===== src/rtl/fetch_ctrl.sv =====
// Instruction-fetch controller: drives next PC, issues one-outstanding imem requests, owns IF/ID.
// Optional FETCH_PERF_EN adds fetch and bubble performance counters.
module fetch_ctrl #(
    localparam int unsigned XLEN = 32,
    parameter logic [XLEN-1:0] NOP_INSTR = 32'h0000_0013,
    parameter logic [XLEN-1:0] PC_STEP   = 32'd4
) (
    input  logic            clk,
    input  logic            reset,
    input  logic [XLEN-1:0] pc_in,
    output logic [XLEN-1:0] next_pc,
    output logic            imem_req,
    output logic [XLEN-1:0] imem_addr,
    input  logic            imem_gnt,
    input  logic            imem_rvalid,
    input  logic [XLEN-1:0] imem_rdata,
    input  logic            redirect_valid,
    input  logic [XLEN-1:0] redirect_pc,
    input  logic            stall_id,
    output logic            if_id_valid,
    output logic [XLEN-1:0] if_id_pc,
    output logic [XLEN-1:0] if_id_instr
`ifdef FETCH_PERF_EN
    ,
    output logic [XLEN-1:0] perf_fetch_cnt,
    output logic [XLEN-1:0] perf_bubble_cnt
`endif
);

    typedef enum logic [1:0] {
        S_REQ  = 2'd0,
        S_WAIT = 2'd1,
        S_HOLD = 2'd2
    } state_t;

    typedef struct packed {
        logic [XLEN-1:0] pc;
        logic [XLEN-1:0] instr;
    } entry_t;

    state_t          state_q, state_d;
    logic            kill_q, kill_d;
    logic [XLEN-1:0] req_pc_q, req_pc_d;
    entry_t          buf_q, buf_d;
    entry_t          resp;
    entry_t          load_entry;
    logic            ifid_load;
    logic            slot_free;
    logic            ifid_valid_d;
    logic [XLEN-1:0] ifid_pc_d;
    logic [XLEN-1:0] ifid_instr_d;

    // Next-state, memory handshake, next PC and IF/ID update
    always_comb begin
        state_d      = state_q;
        kill_d       = kill_q;
        req_pc_d     = req_pc_q;
        buf_d        = buf_q;
        imem_req     = 1'b0;
        imem_addr    = '0;
        next_pc      = pc_in;
        ifid_load    = 1'b0;
        load_entry   = buf_q;
        slot_free    = !if_id_valid || !stall_id;
        resp.pc      = req_pc_q;
        resp.instr   = imem_rdata;

        case (state_q)
            S_REQ: begin
                imem_req  = 1'b1;
                imem_addr = pc_in;
                if (imem_gnt) begin
                    req_pc_d = pc_in;
                    next_pc  = pc_in + PC_STEP;
                    state_d  = S_WAIT;
                    // a redirect in the grant cycle makes this request stale
                    kill_d   = redirect_valid;
                end
            end
            S_WAIT: begin
                if (imem_rvalid) begin
                    state_d = S_REQ;
                    kill_d  = 1'b0;
                    if (!kill_q && !redirect_valid) begin
                        if (slot_free) begin
                            ifid_load  = 1'b1;
                            load_entry = resp;
                        end else begin
                            buf_d   = resp;
                            state_d = S_HOLD;
                        end
                    end
                end else if (redirect_valid) begin
                    kill_d = 1'b1;
                end
            end
            S_HOLD: begin
                if (redirect_valid) begin
                    state_d = S_REQ;
                end else if (!stall_id) begin
                    ifid_load  = 1'b1;
                    load_entry = buf_q;
                    state_d    = S_REQ;
                end
            end
            default: begin
                state_d = S_REQ;
                kill_d  = 1'b0;
            end
        endcase

        if (redirect_valid) begin
            next_pc = redirect_pc;
        end

        ifid_valid_d = if_id_valid;
        ifid_pc_d    = if_id_pc;
        ifid_instr_d = if_id_instr;
        if (redirect_valid) begin
            ifid_valid_d = 1'b0;
            ifid_instr_d = NOP_INSTR;
        end else if (ifid_load) begin
            ifid_valid_d = 1'b1;
            ifid_pc_d    = load_entry.pc;
            ifid_instr_d = load_entry.instr;
        end else if (!stall_id) begin
            ifid_valid_d = 1'b0;
            ifid_instr_d = NOP_INSTR;
        end
    end

    // State and pipeline registers
    always_ff @(posedge clk) begin
        if (reset) begin
            state_q     <= S_REQ;
            kill_q      <= 1'b0;
            req_pc_q    <= '0;
            buf_q       <= '0;
            if_id_valid <= 1'b0;
            if_id_pc    <= '0;
            if_id_instr <= NOP_INSTR;
        end else begin
            state_q     <= state_d;
            kill_q      <= kill_d;
            req_pc_q    <= req_pc_d;
            buf_q       <= buf_d;
            if_id_valid <= ifid_valid_d;
            if_id_pc    <= ifid_pc_d;
            if_id_instr <= ifid_instr_d;
        end
    end

`ifdef FETCH_PERF_EN
    // Loads into IF/ID, and cycles where ID is left without an instruction
    always_ff @(posedge clk) begin
        if (reset) begin
            perf_fetch_cnt  <= '0;
            perf_bubble_cnt <= '0;
        end else begin
            perf_fetch_cnt  <= perf_fetch_cnt + XLEN'(ifid_load);
            perf_bubble_cnt <= perf_bubble_cnt + XLEN'(!stall_id && !ifid_valid_d);
        end
    end
`endif

endmodule


===== config.mk =====
export PLATFORM = sky130hd
export DESIGN_NAME = fetch_ctrl
export DESIGN_NICKNAME = d
export VERILOG_FILES = /design/src/rtl/fetch_ctrl.sv
export SDC_FILE = /design/constraint.sdc
export NUM_CORES = 1
export LEC_CHECK = 0
export BUFFER_PORTS_ARGS = -buffer_cell sky130_fd_sc_hd__buf_2
export CAP_MARGIN = 20
export CORE_MARGIN = 5
export CORE_UTILIZATION = 52
export DETAILED_ROUTE_END_ITERATION = 10
export GPL_TIMING_DRIVEN = 0
export PLACE_DENSITY = 0.82
export RECOVER_POWER = 25
export SYNTH_ARGS = -nofsm -noshare
export SYNTH_HDL_FRONTEND = slang
export SYNTH_SLANG_ARGS = --single-unit

===== constraint.sdc =====
create_clock -name clk -period 2.4 [get_ports clk]
set_input_delay 0.12 -clock clk [delete_from_list [all_inputs] [get_ports clk]]
set_output_delay 0.12 -clock clk [all_outputs]
set_load 0.02 [all_outputs]

Yosys cells after proc, flatten, opt, wreduce, memory -nomap -nowiden --
Cells that the tools add are included. Widths: inputs -> output; s select.
Operators by class: add/sub/neg operators 1, bitwise gates (word level) 3, reduce and logical (&&, ||, !) cells 13, mux-type cells 30, eq/ne operators 7
Operators by type and width (count):
- $mux 64 | 4
- $mux 32 | 6
- $add 32x3->32 const B | 1
- $mux 2 | 6
- $mux 1 | 11
- $ne 3x3->1 const B | 2
- $pmux 2 s3 | 1
- $reduce_and 3->1 | 2
- $logic_not 1->1 | 4
- $ne 2x2->1 const B | 2
- $reduce_and 2->1 | 2
- $reduce_and 4->1 | 1
- $not 1->1 | 3
- $pmux 1 s3 | 1
- $eq 2x1->1 const B | 1
- $eq 2x2->1 const B | 1
- $logic_not 2->1 | 1
- $ne 2x1->1 const B | 1
- $pmux 1 s2 | 1
- $reduce_or 2->1 | 1
- $logic_and 1x1->1 | 1
- $logic_or 1x1->1 | 1
Storage, ports and cells: register bits 164, input bits 102

Depth between registers and ports, before layout --
Gate-level depths: netlist (run 1).
word-level depth 7, gate-level depth with buffers 9, gate-level depth less buffers 6

Worst setup path after synthesis (run 1) --
No wires, ideal clock.
kind register to output, start register state_q[0], end output port next_pc[23], slack -0.120 ns, stages on the path, launching flop included 9, data required time 2.280 ns, arrival time 2.400 ns, cells stage by stage dfxtp_1 > inv_1 > ha_1 > buf_4 > nand3_2 > or4_4 > buf_6 > or4_1 > a31oi_1
On the way: word-level cells in the longest chain between the ends 3
RTL lines:
- from (decl) | RTL line 41 | state_t state_q, state_d;
- from (signal assigned) | RTL line 143 | state_q <= state_d;
- $logic_not 2->1 | RTL line 68 | case (state_q)
- $mux 32 | RTL line 68
- $mux 32 | RTL line 112 | if (redirect_valid) begin
- to (decl) | RTL line 11 | output logic [XLEN-1:0] next_pc,
No other way between the ends.

Worst setup path after layout (run 1) --
start register state_q[0], end output port next_pc[29]
Same word-level chain as after synthesis.

==> results of run 1 <==
## per-layer routing
layer	track usage, %	up-vias	wire length [µm]
li1	-	4391	-
met1	36.6	4304	11100
met2	50.8	462	13400
met3	7.76	75	2550
met4	11.2	0	991
met5	0	-	0
## layout by cell type (no fill, tap or decap), types with 31 or more instances in the layout
cell,instances
sky130_fd_sc_hd__nand3_1,40
sky130_fd_sc_hd__dlygate4sd3_1,53
sky130_fd_sc_hd__nand2_1,280
sky130_fd_sc_hd__clkbuf_1,136
sky130_fd_sc_hd__a21oi_1,160
sky130_fd_sc_hd__o21ai_1,31
sky130_fd_sc_hd__and2_1,33
sky130_fd_sc_hd__dfxtp_1,162
sky130_fd_sc_hd__buf_2,157
sky130_fd_sc_hd__a311oi_1,32
## area by class of cell
class | count | area, µm²
well taps | 188 | 235
repair buffers | 297 | 1800
plain buffers | 99 | 445
fillers | 1261 | 4230
flip-flops and latches | 164 | 3290
clock inverters | 15 | 165
clock buffers | 17 | 425
multi-input cells | 792 | 4530
inverters | 10 | 37.5
## logic make-up (layout without fill, tap and decap cells)
kind of cell | count (synthesis) | count (layout) | share of synthesized area (%)
compound gates | 313 | 313 | 24.2
xor+xnor | 10 | 10 | 1.10
fa+ha+maj | 4 | 4 | 0.627
buf+inv | 113 | 438 | 5.69
flops | 164 | 164 | 41.1
mux | 4 | 4 | 0.548
simple gates | 461 | 461 | 26.7
## Yosys cell counts, drive strengths merged (4+ instances only)
| cell type | count | area, µm² |
|---|---|---|
| xnor2 | 5 | 43.8 |
| ha | 4 | 50.1 |
| a21oi | 160 | 801 |
| nor2b | 6 | 37.5 |
| dfxtp | 164 | 3280 |
| o21a | 4 | 30.0 |
| a211oi | 5 | 37.5 |
| and2 | 33 | 206 |
| nand3 | 42 | 215 |
| clkbuf | 81 | 304 |
| nand2 | 280 | 1050 |
| buf | 22 | 113 |
| nor2 | 22 | 82.6 |
| or4 | 18 | 139 |
| a311oi | 32 | 280 |
| and3 | 30 | 188 |
| xor2 | 5 | 43.8 |
| nor3 | 5 | 25.0 |
| o211a | 29 | 290 |
| o31ai | 15 | 113 |
| and4 | 7 | 61.3 |
| inv | 9 | 33.8 |
| o21ai | 45 | 225 |
| nand4 | 10 | 62.6 |
| a31oi | 16 | 100 |
## power breakdown
part           total [mW]  leakage, nW  switching [mW]  internal, mW
registers            2.81         1.33          0.0393          2.77
clock network        2.73        0.295            1.25          1.48
logic               0.984         2.59           0.607         0.377
## tightest hold or removal path, cell delays in order
cell and delay, ns:
sky130_fd_sc_hd__buf_2 0.16, sky130_fd_sc_hd__nand2_1 0.07, sky130_fd_sc_hd__a21oi_1 0.05
## registers in the layout (all words and copies together), names as in the netlist
register and count:
buf_q 64, if_id_instr 32, if_id_pc 32, req_pc_q 32, state_q 2, if_id_valid 1, kill_q 1
## final timing paths
kind	start	endpoint	slack, ns	cells past startpoint
worst max register to register	state_q[0]$_SDFFE_PP0P_	if_id_pc[11]$_SDFFE_PP0P_	0.12	8
worst min-delay path	pc_in[21]	req_pc_q[21]$_SDFFE_PP0P_	0.01	3
worst max-delay path	state_q[0]$_SDFFE_PP0P_	next_pc[29]	-0.40	8
worst min register to register	if_id_instr[8]$_SDFFE_PP0P_	if_id_instr[8]$_SDFFE_PP0P_	0.45	2
## through the flow
step / worst slack, ns / std cells / setup TNS, ns / cell area [µm²]
final: -0.401 / 1582 / -5.25 / 10900
after floorplan: 0.00125 / 1069 / 0 / 8030
after detailed placement: -0.291 / 1486 / -1.93 / 9410
after CTS: -0.366 / 1581 / -4.91 / 10900
after global placement: -0.268 / 1486 / -1.84 / 9410
after global routing: -0.440 / 1582 / -6.73 / 10900
## what timing repair did
action                     CTS  global route
hold endpoints to repair    53             0
hold buffers                53             0
buffers inserted             9             5
resized for setup           69            31
pin swaps                   22            12
cloned                       1             0
setup endpoints to repair   20            71
==> run summary, run 1 <==
STATUS
------------------------------------------------------------------------------------------------------
Status                                                                                    finished, violations left
Violated checks                                                                           negative setup slack

CLOCKING
------------------------------------------------------------------------------------------------------
Clock tree root driver cell                                                               sky130_fd_sc_hd__clkbuf_16
Clock transition at the register clock pins on the worst setup and hold paths after CTS        0.07 ns
Clock network latency to the later pin of the worst-skew pair                                  0.44 ns
CTS tree                                                                                         built
Clk sink count                                                                                     164
CTS Buf Count                                                                                       17
Clock Tree Buf Depth                                                                                 2
CTS H-Tree Depth                                                                                     4

SYNTHESIS
------------------------------------------------------------------------------------------------------
Share of flip-flops with an asynchronous set or reset after synthesis                               0%
Synthesized instance count                                                                        1069
Cell Area, Synth                                                                              7990 µm²
Synth Net Count                                                                                   1175
Number of enable-type register cells in the synthesized netlist                                      0
Top FF cell, synth                                                                        sky130_fd_sc_hd__dfxtp_1
Total of warnings raised by yosys                                                                    0
Syn_area_per_cell                                                                             7.47 µm²
Register bit count reported by yosys                                                               164
Unique masters post-synth                                                                           48
Share of synthesized area occupied by flip-flops and latches                                     41.1%

SETUP PATH
------------------------------------------------------------------------------------------------------
Peak per-stage delay on the critical path                                                      0.56 ns
Buf+Inv Stages, Crit Path                                                                            3
Crit start category                                                                               flop
Worst-path fanout max                                                                                6
Critical-path cell with the highest stage delay                                           sky130_fd_sc_hd__or4_4
Cell family contributing the most delay on the critical path                              simple AND/OR/NAND/NOR gates
Critical path endpoint category                                                           primary output
WS Path Type                                                                              flop to primary output
Worst Path Arrival                                                                             2.68 ns
Data required time of the worst path                                                           2.28 ns
Ordered list of cells on the worst path                                                   inv_2 -> ha_4 -> nand3_4 -> or4_4 -> buf_6 -> or4_4 -> a31oi_4 -> buf_6

GLOBAL ROUTE
------------------------------------------------------------------------------------------------------
Global-route wire length before repair                                                        43800 µm
Total congestion overflow after global routing                                                       0
Total routing resource utilization after global routing                                          29.9%
Number of global-route vias before repair                                                         8785
Pin count of the biggest net entering global routing                                                18
Number of antenna violations at the first check in global routing                                    0

DRT
------------------------------------------------------------------------------------------------------
Mean routed wirelength per cell                                                                17.8 µm
Total vias in the final route                                                                     9232
Total detailed-routing wirelength                                                             28100 µm
DRC violations left                                                                                  0
Number of nets with antenna violations after routing                                                 0
Detailed-route vias per instance                                                                  5.84
First-pass iteration count of the detailed router                                                    7
Drt first-iter violations                                                                          816

POWER AND IR DROP
------------------------------------------------------------------------------------------------------
Static power due to leakage                                                                    4.21 nW
Worst supply voltage drop on vdd                                                              0.506 mV
Overall power of the completed layout                                                          6.52 mW
Power density over the cells                                                                597 nW/µm²

FINAL LAYOUT
------------------------------------------------------------------------------------------------------
Share of final-layout standard cells stronger than drive strength 1                              19.9%
# nets final                                                                                      1487
Antenna Cells                                                                                        0
Synthesis-to-layout area growth                                                                  36.7%
Final core utilization                                                                           72.1%

FLOORPLAN
------------------------------------------------------------------------------------------------------
Placement Rows                                                                                      45
Initial cell density of the core                                                                 52.7%
Area of the die                                                                              17900 µm²
Total core area                                                                              15100 µm²
Io pins                                                                                            232
Die width                                                                                       134 µm
Chip Height                                                                                     134 µm

PLACEMENT
------------------------------------------------------------------------------------------------------
Routability Congestion                                                                           0.955
Number of buffers added on ports                                                                   229
Final HPWL DP                                                                                 18900 µm

STA
------------------------------------------------------------------------------------------------------
PnR worst setup slack                                                                        -0.401 ns
Unrepaired setup endpoints after global routing                                                    yes
Final hold violation count                                                                           0
Final period util                                                                                 117%
Maximum clock frequency                                                                        357 MHz
Slew Viols, Final                                                                                    0
Remaining max-slew budget at the tightest pin                                                    39.9%
Endpoints failing setup                                                                             19
Final critical-path required period                                                            2.80 ns
Worst hold margin                                                                            0.0108 ns
Setup skew after layout                                                                     0.00688 ns
Worst Max-Slew Pin Slew                                                                       0.901 ns

WORST HOLD PATH
------------------------------------------------------------------------------------------------------
Worst min-delay path category                                                             input port to flop

JOB
------------------------------------------------------------------------------------------------------
Count of maximum capacitance violations                                                              0

(Power assumes the default switching activity.)
==> run 2: changes to the inputs <==
- PLACE_DENSITY: 0.82 -> default
- PLACE_DENSITY_LB_ADDON: default -> 0.08
==> run 2 against run 1 <==
  * The flow still finishes with violations (negative setup slack)
  * Register-to-register slack gained 0.03 ns
  * Count of clock-buffer cells in the layout rose by 2
  * Sequential share of layout area up 0.16 points
  * Combinational power decreased by 0.6%
  * Routed wire length shrank 3.8%
  * Design area fell by 0.53%
  * Highest routed layer unchanged
  * Global-route usage is 1.3 points lower
  * Largest cell class unchanged
==> run summary, run 2 (synthesis results as in run 1) <==
STATUS
------------------------------------------------------------------------------------------------------
Status                                                                                    finished, violations left
Violated checks                                                                           negative setup slack

STA
------------------------------------------------------------------------------------------------------
Final period util                                                                                 114%   -3.1 points
Worst Max-Slew Pin Slew                                                                       0.802 ns   -0.0994 ns
Slew Viols, Final                                                                                    0   unchanged
Final hold violation count                                                                           0   unchanged
Remaining max-slew budget at the tightest pin                                                    46.6%   +6.6 points
Endpoints failing setup                                                                             20   +1
Maximum clock frequency                                                                        367 MHz   +2.7%
Unrepaired setup endpoints after global routing                                                    yes
Final critical-path required period                                                            2.73 ns   -0.0738 ns
Worst hold margin                                                                            0.0128 ns   +0.00202 ns
PnR worst setup slack                                                                        -0.327 ns   +0.0738 ns
Total negative slack for setup checks                                                         -4.47 ns   +0.779 ns
Setup skew after layout                                                                     0.00734 ns   +0.000463 ns

CLOCKING
------------------------------------------------------------------------------------------------------
Clock Tree Buf Depth                                                                                 2   unchanged
Clock tree root driver cell                                                               sky130_fd_sc_hd__clkbuf_16
CTS H-Tree Depth                                                                                     4   unchanged
CTS Buf Count                                                                                       17   unchanged
Clock transition at the register clock pins on the worst setup and hold paths after CTS        0.06 ns   about the same
Clk sink count                                                                                     164   unchanged
CTS tree                                                                                         built
Clock network latency to the later pin of the worst-skew pair                                  0.42 ns   -0.02 ns

FLOORPLAN
------------------------------------------------------------------------------------------------------
Area of the die                                                                              17900 µm²   unchanged
Initial cell density of the core                                                                 52.7%   unchanged
Die width                                                                                       134 µm   unchanged
Total core area                                                                              15100 µm²   unchanged
Io pins                                                                                            232   unchanged
Chip Height                                                                                     134 µm   unchanged
Placement Rows                                                                                      45   unchanged

GLOBAL ROUTE
------------------------------------------------------------------------------------------------------
Number of global-route vias before repair                                                         8671   -1.3%
Global-route wire length before repair                                                        42300 µm   -3.5%
Number of antenna violations at the first check in global routing                                    0   unchanged
Total routing resource utilization after global routing                                          28.6%   -1.3 points
Pin count of the biggest net entering global routing                                                17   -1
Total congestion overflow after global routing                                                       0   unchanged

FINAL LAYOUT
------------------------------------------------------------------------------------------------------
# nets final                                                                                      1489   +0.13%
Number of flip-flops in the largest register                                                        64   unchanged
Synthesis-to-layout area growth                                                                  36.0%
Antenna Cells                                                                                        0   unchanged
Final core utilization                                                                           71.7%   -0.38 points
Largest register by flop count                                                                   buf_q
Share of final-layout standard cells stronger than drive strength 1                              19.5%   -0.39 points
Most frequent cells in the layout                                                         sky130_fd_sc_hd__nand2_1, sky130_fd_sc_hd__dfxtp_1, sky130_fd_sc_hd__a21oi_1
Filler cell count                                                                                 1292   +2.5%
Most common library cell in the layout ignoring fill and taps                             sky130_fd_sc_hd__nand2_1

POWER AND IR DROP
------------------------------------------------------------------------------------------------------
Part of the total power dissipated in combinational logic                                        15.1%   about the same
Power density over the cells                                                                597 nW/µm²   -0.10%
Switching share of power                                                                         27.2%   -1.9 points
Static power due to leakage                                                                    4.18 nW   -0.78%
Sw power                                                                                       1.76 mW   -7.1%
Overall power of the completed layout                                                          6.48 mW   -0.63%
Internal                                                                                       4.72 mW   +2.0%
Reg power frac                                                                                   43.3%   +0.3 points
Worst supply voltage drop on vdd                                                              0.479 mV   -5.4%
Clock Power Share                                                                                41.6%   -0.3 points

SETUP PATH
------------------------------------------------------------------------------------------------------
Critical path endpoint category                                                           primary output
Data required time of the worst path                                                           2.28 ns   about the same
Worst-path fanout max                                                                                7   +1
Worst Path Arrival                                                                             2.61 ns   -0.07 ns
Crit start category                                                                               flop
WS Path Type                                                                              flop to primary output

PLACEMENT
------------------------------------------------------------------------------------------------------
Final HPWL DP                                                                                 18600 µm   -2.0%
Routability Congestion                                                                           0.934   -2.2%
Number of buffers added on ports                                                                   229   unchanged

DRT
------------------------------------------------------------------------------------------------------
Total vias in the final route                                                                     8929   -3.3%
First-pass iteration count of the detailed router                                                    5   -2
Detailed-route vias per instance                                                                  5.64   -3.4%
Total detailed-routing wirelength                                                             27000 µm   -3.8%
Drt first-iter violations                                                                          615   -25%
Mean routed wirelength per cell                                                                17.1 µm   -3.9%
Number of nets with antenna violations after routing                                                 0   unchanged
DRC violations left                                                                                  0   unchanged

WORST HOLD PATH
------------------------------------------------------------------------------------------------------
Worst min-delay path category                                                             input port to flop

JOB
------------------------------------------------------------------------------------------------------
Count of maximum capacitance violations                                                              0   unchanged

[run 2: metal layers]
layer | up-vias | share of wire [%] | track usage (%)
met5 | - | 0 | 0
met4 | 0 | 2.8 | 9.14
met3 | 74 | 8.4 | 6.30
met2 | 451 | 48 | 49.2
met1 | 4023 | 41 | 35.6
li1 | 4381 | - | -
[run 2: cell type report]
cell class | count | area, µm² | share of cell area, %
flip-flops and latches | 164 | 3290 | 30.2
multi-input cells | 792 | 4490 | 41.3
well taps | 188 | 235 | 2.17
repair buffers | 297 | 1780 | 16.4
plain buffers | 101 | 445 | 4.10
clock inverters | 13 | 148 | 1.36
clock buffers | 19 | 443 | 4.08
inverters | 10 | 37.5 | 0.346
[run 2: worst paths after layout]
path / endpoint / cells after the start / from / slack, ns
worst max-delay path: next_pc[24] / 11 / state_q[0]$_SDFFE_PP0P_ / -0.33
worst min register to register: if_id_instr[26]$_SDFFE_PP0P_ / 2 / if_id_instr[26]$_SDFFE_PP0P_ / 0.45
worst min-delay path: req_pc_q[26]$_SDFFE_PP0P_ / 3 / pc_in[26] / 0.01
worst max register to register: if_id_instr[4]$_SDFFE_PP1P_ / 7 / state_q[0]$_SDFFE_PP0P_ / 0.15
[run 2: power groups by stage]
stage | sequential (mW) | clock (mW) | combinational [mW]
after floorplan | 2.87 | 0 | 0.472
after detailed placement | 2.87 | 0 | 0.816
after CTS | 2.81 | 2.72 | 0.931
final | 2.81 | 2.69 | 0.978
after global routing | 2.81 | 2.84 | 1.06
after global placement | 2.87 | 0 | 0.812
[run 2: per-stage QoR]
stage / setup WS, ns / area [µm²] / std cells
2_1_floorplan: 0.00125 / 8030 / 1069
3_3_place_gp: -0.276 / 9410 / 1486
3_5_place_dp: -0.314 / 9410 / 1486
4_1_cts: -0.354 / 10800 / 1583
5_1_grt: -0.372 / 10900 / 1584
6_report: -0.327 / 10900 / 1584
[run 2: timing repair]
action                                  4_1_cts  5_1_grt
hold endpoints to repair                     54        0
setup buffers                                10        3
resized for setup                            47       44
hold buffers                                 54        0
pin swaps                                    17       11
cloned                                        1        0
endpoints found under the setup margin       19       71
[run 2: worst max-delay path, cell delays in order, from the launching register on]
cell and delay (ns):
sky130_fd_sc_hd__dfxtp_2 0.33, sky130_fd_sc_hd__inv_2 0.07, sky130_fd_sc_hd__ha_4 0.18, sky130_fd_sc_hd__buf_4 0.16
sky130_fd_sc_hd__and4_1 0.19, sky130_fd_sc_hd__buf_6 0.11, sky130_fd_sc_hd__nand3_4 0.12, sky130_fd_sc_hd__buf_8 0.17
sky130_fd_sc_hd__buf_4 0.15, sky130_fd_sc_hd__o31ai_1 0.32, sky130_fd_sc_hd__a31oi_1 0.16, sky130_fd_sc_hd__buf_4 0.22
==> run 3: changes to the inputs <==
- CORE_UTILIZATION: 52 -> 55
- clock period: 2.4 -> 3.15 ns (I/O delays scaled with it)
==> run 3 against run 2 <==
  * The run now ends clean
  * Via count shrank 1.5%
  * Highest routed layer unchanged
  * Largest cell class unchanged
  * Worst setup slack gained 0.42 ns
  * Die area shrank 5.1%
  * Critical path type unchanged
  * Clock skew shrank 0.00069 ns
  * Sequential share of layout area grew 1.9 points
==> run summary, run 3 (synthesis results as in run 1) <==
STA
------------------------------------------------------------------------------------------------------
Worst hold margin                                                                           0.00813 ns   -0.00469 ns
Total negative slack for setup checks                                                             0 ns   +4.47 ns
Worst Max-Slew Pin Slew                                                                       0.649 ns   -0.152 ns
Final hold violation count                                                                           0   unchanged
Maximum clock frequency                                                                        327 MHz
Unrepaired setup endpoints after global routing                                                    yes
Setup skew after layout                                                                     0.00665 ns   -0.000691 ns
Endpoints failing setup                                                                              0   -100%
Final critical-path required period                                                            3.06 ns
Remaining max-slew budget at the tightest pin                                                    56.7%   +10 points
Slew Viols, Final                                                                                    0   unchanged
Final period util                                                                                97.1%

CLOCKING
------------------------------------------------------------------------------------------------------
Clock Tree Buf Depth                                                                                 2   unchanged
Total setup buffers inserted after CTS                                                               0   -10
Clock network latency to the later pin of the worst-skew pair                                  0.42 ns   about the same
Clock transition at the register clock pins on the worst setup and hold paths after CTS        0.06 ns   about the same
Clock tree root driver cell                                                               sky130_fd_sc_hd__clkbuf_16
CTS tree                                                                                         built
Clk sink count                                                                                     164   unchanged
CTS H-Tree Depth                                                                                     4   unchanged
CTS Buf Count                                                                                       17   unchanged

POWER AND IR DROP
------------------------------------------------------------------------------------------------------
Switching share of power                                                                         25.8%   -1.4 points
Reg power frac                                                                                   42.8%   -0.5 points
Sw power                                                                                       1.29 mW   -27%
Clock Power Share                                                                                44.2%   +2.6 points
Part of the total power dissipated in combinational logic                                        13.0%   -2.1 points
Static power due to leakage                                                                    3.95 nW   -5.5%
Worst supply voltage drop on vdd                                                              0.365 mV   -24%
Power density over the cells                                                                490 nW/µm²   -18%
Internal                                                                                       3.71 mW   -21%

FLOORPLAN
------------------------------------------------------------------------------------------------------
Area of the die                                                                              17000 µm²   -5.1%
Initial cell density of the core                                                                 55.6%   +2.9 points
Total core area                                                                              14400 µm²   -5.1%
Io pins                                                                                            232   unchanged
Chip Height                                                                                     131 µm   -2.6%
Placement Rows                                                                                      44   -2.2%
Die width                                                                                       131 µm   -2.6%

GLOBAL ROUTE
------------------------------------------------------------------------------------------------------
Number of global-route vias before repair                                                         8308   -4.2%
Total congestion overflow after global routing                                                       0   unchanged
Number of antenna violations at the first check in global routing                                    0   unchanged
Total routing resource utilization after global routing                                          29.2%   +0.62 points
Pin count of the biggest net entering global routing                                                17   unchanged
Global-route wire length before repair                                                        40200 µm   -4.9%

WORST HOLD PATH
------------------------------------------------------------------------------------------------------
Hold path startpoint                                                                      imem_rdata[7]
Worst min-delay path category                                                             input port to flop

SETUP PATH
------------------------------------------------------------------------------------------------------
Crit start category                                                                               flop
Worst-path fanout max                                                                               10   +3
Critical path launch point                                                                state_q[0]$_SDFFE_PP0P_
Data required time of the worst path                                                           2.99 ns   +0.71 ns
Reg-to-reg critical path startpoint                                                       state_q[0]$_SDFFE_PP0P_
Worst Path Arrival                                                                             2.90 ns   +0.29 ns
Critical path endpoint category                                                           primary output
WS Path Type                                                                              flop to primary output

FINAL LAYOUT
------------------------------------------------------------------------------------------------------
# nets final                                                                                      1452   -2.5%
Synthesis-to-layout area growth                                                                  28.0%
Most frequent cells in the layout                                                         sky130_fd_sc_hd__nand2_1, sky130_fd_sc_hd__buf_2, sky130_fd_sc_hd__dfxtp_1
Largest register by flop count                                                                   buf_q
Share of final-layout standard cells stronger than drive strength 1                              16.3%   -3.1 points
Antenna Cells                                                                                        0   unchanged
Number of flip-flops in the largest register                                                        64   unchanged
Most common library cell in the layout ignoring fill and taps                             sky130_fd_sc_hd__nand2_1

DRT
------------------------------------------------------------------------------------------------------
Drt first-iter violations                                                                          651   +5.9%
DRC violations left                                                                                  0   unchanged
Mean routed wirelength per cell                                                                16.7 µm   -1.8%
Total detailed-routing wirelength                                                             25800 µm   -4.4%
Total vias in the final route                                                                     8793   -1.5%
Detailed-route vias per instance                                                                  5.70   +1.1%
Number of nets with antenna violations after routing                                                 0   unchanged
First-pass iteration count of the detailed router                                                    5   unchanged

STATUS
------------------------------------------------------------------------------------------------------
Status                                                                                    finished clean

PLACEMENT
------------------------------------------------------------------------------------------------------
Routability Congestion                                                                           0.940   +0.65%
Final HPWL DP                                                                                 18600 µm   +0.11%
Number of buffers added on ports                                                                   229   unchanged

JOB
------------------------------------------------------------------------------------------------------
Count of maximum capacitance violations                                                              0   unchanged

## run 3: per-layer routing
metal  wire, µm  share of wire (%)  global-route usage, %  up-vias
li1           -                  -                      -     4313
met1      10600                 41                   36.5     4075
met2      12700                 49                   50.9      376
met3       2100                8.1                   6.34       29
met4        409                1.6                   8.11        0
met5          0                  0                      0        -
## run 3: area by class of cell
cell class | count | area, µm²
Tap cell | 184 | 230
Multi-Input combinational cell | 792 | 4260
Clock buffer | 21 | 460
Clock inverter | 11 | 174
Sequential cell | 164 | 3280
Inverter | 10 | 37.5
Fill cell | 1251 | 4150
Buffer | 103 | 419
Timing Repair Buffer | 258 | 1360
## run 3: critical path, cell delays in order, from the launching register on
cell	delay, ns
sky130_fd_sc_hd__dfxtp_1	0.34
sky130_fd_sc_hd__inv_1	0.09
sky130_fd_sc_hd__ha_1	0.18
sky130_fd_sc_hd__buf_4	0.19
sky130_fd_sc_hd__nand3_2	0.12
sky130_fd_sc_hd__or4_4	0.58
sky130_fd_sc_hd__buf_6	0.17
sky130_fd_sc_hd__or4_1	0.39
sky130_fd_sc_hd__a31oi_1	0.22
sky130_fd_sc_hd__buf_2	0.20
## run 3: metrics by stage
| step | area (µm²) | setup WS [ns] | std cells | total power [mW] | util (%) |
|---|---|---|---|---|---|
| floorplan | 7990 | 0.592 | 1069 | 2.54 | - |
| global placement | 9360 | 0.537 | 1482 | 2.80 | 65.2 |
| CTS | 10300 | 0.0370 | 1543 | 5.01 | 71.6 |
| global route | 10200 | -0.0104 | 1543 | 5.16 | 71.1 |
| detailed placement | 9360 | 0.485 | 1482 | 2.80 | 65.2 |
| finish | 10200 | 0.0919 | 1543 | 5.01 | 71.1 |
## run 3: final timing paths
kind                            slack, ns  cells after the start                      endpoint
worst max-delay path                 0.09                      9                   next_pc[27]
worst min-delay path                0.008                      3         buf_q[7]$_SDFFE_PP0P_
worst min register to register       0.45                      2  if_id_instr[28]$_SDFFE_PP0P_
worst max register to register       0.69                      8     if_id_pc[11]$_SDFFE_PP0P_
## run 3: what timing repair did
action / CTS / global route
hold endpoints to repair: 29 / 0
hold buffers: 29 / 0
gates resized for setup: 0 / 8
endpoints found under the setup margin: 0 / 8
## run 3: power by group through the flow
stage | Sequential, mW | Clock (mW) | Combinational, mW
2_1_floorplan | 2.18 | 0 | 0.354
3_3_place_gp | 2.18 | 0 | 0.613
3_5_place_dp | 2.18 | 0 | 0.616
4_1_cts | 2.14 | 2.22 | 0.648
5_1_grt | 2.14 | 2.31 | 0.708
6_report | 2.14 | 2.21 | 0.652
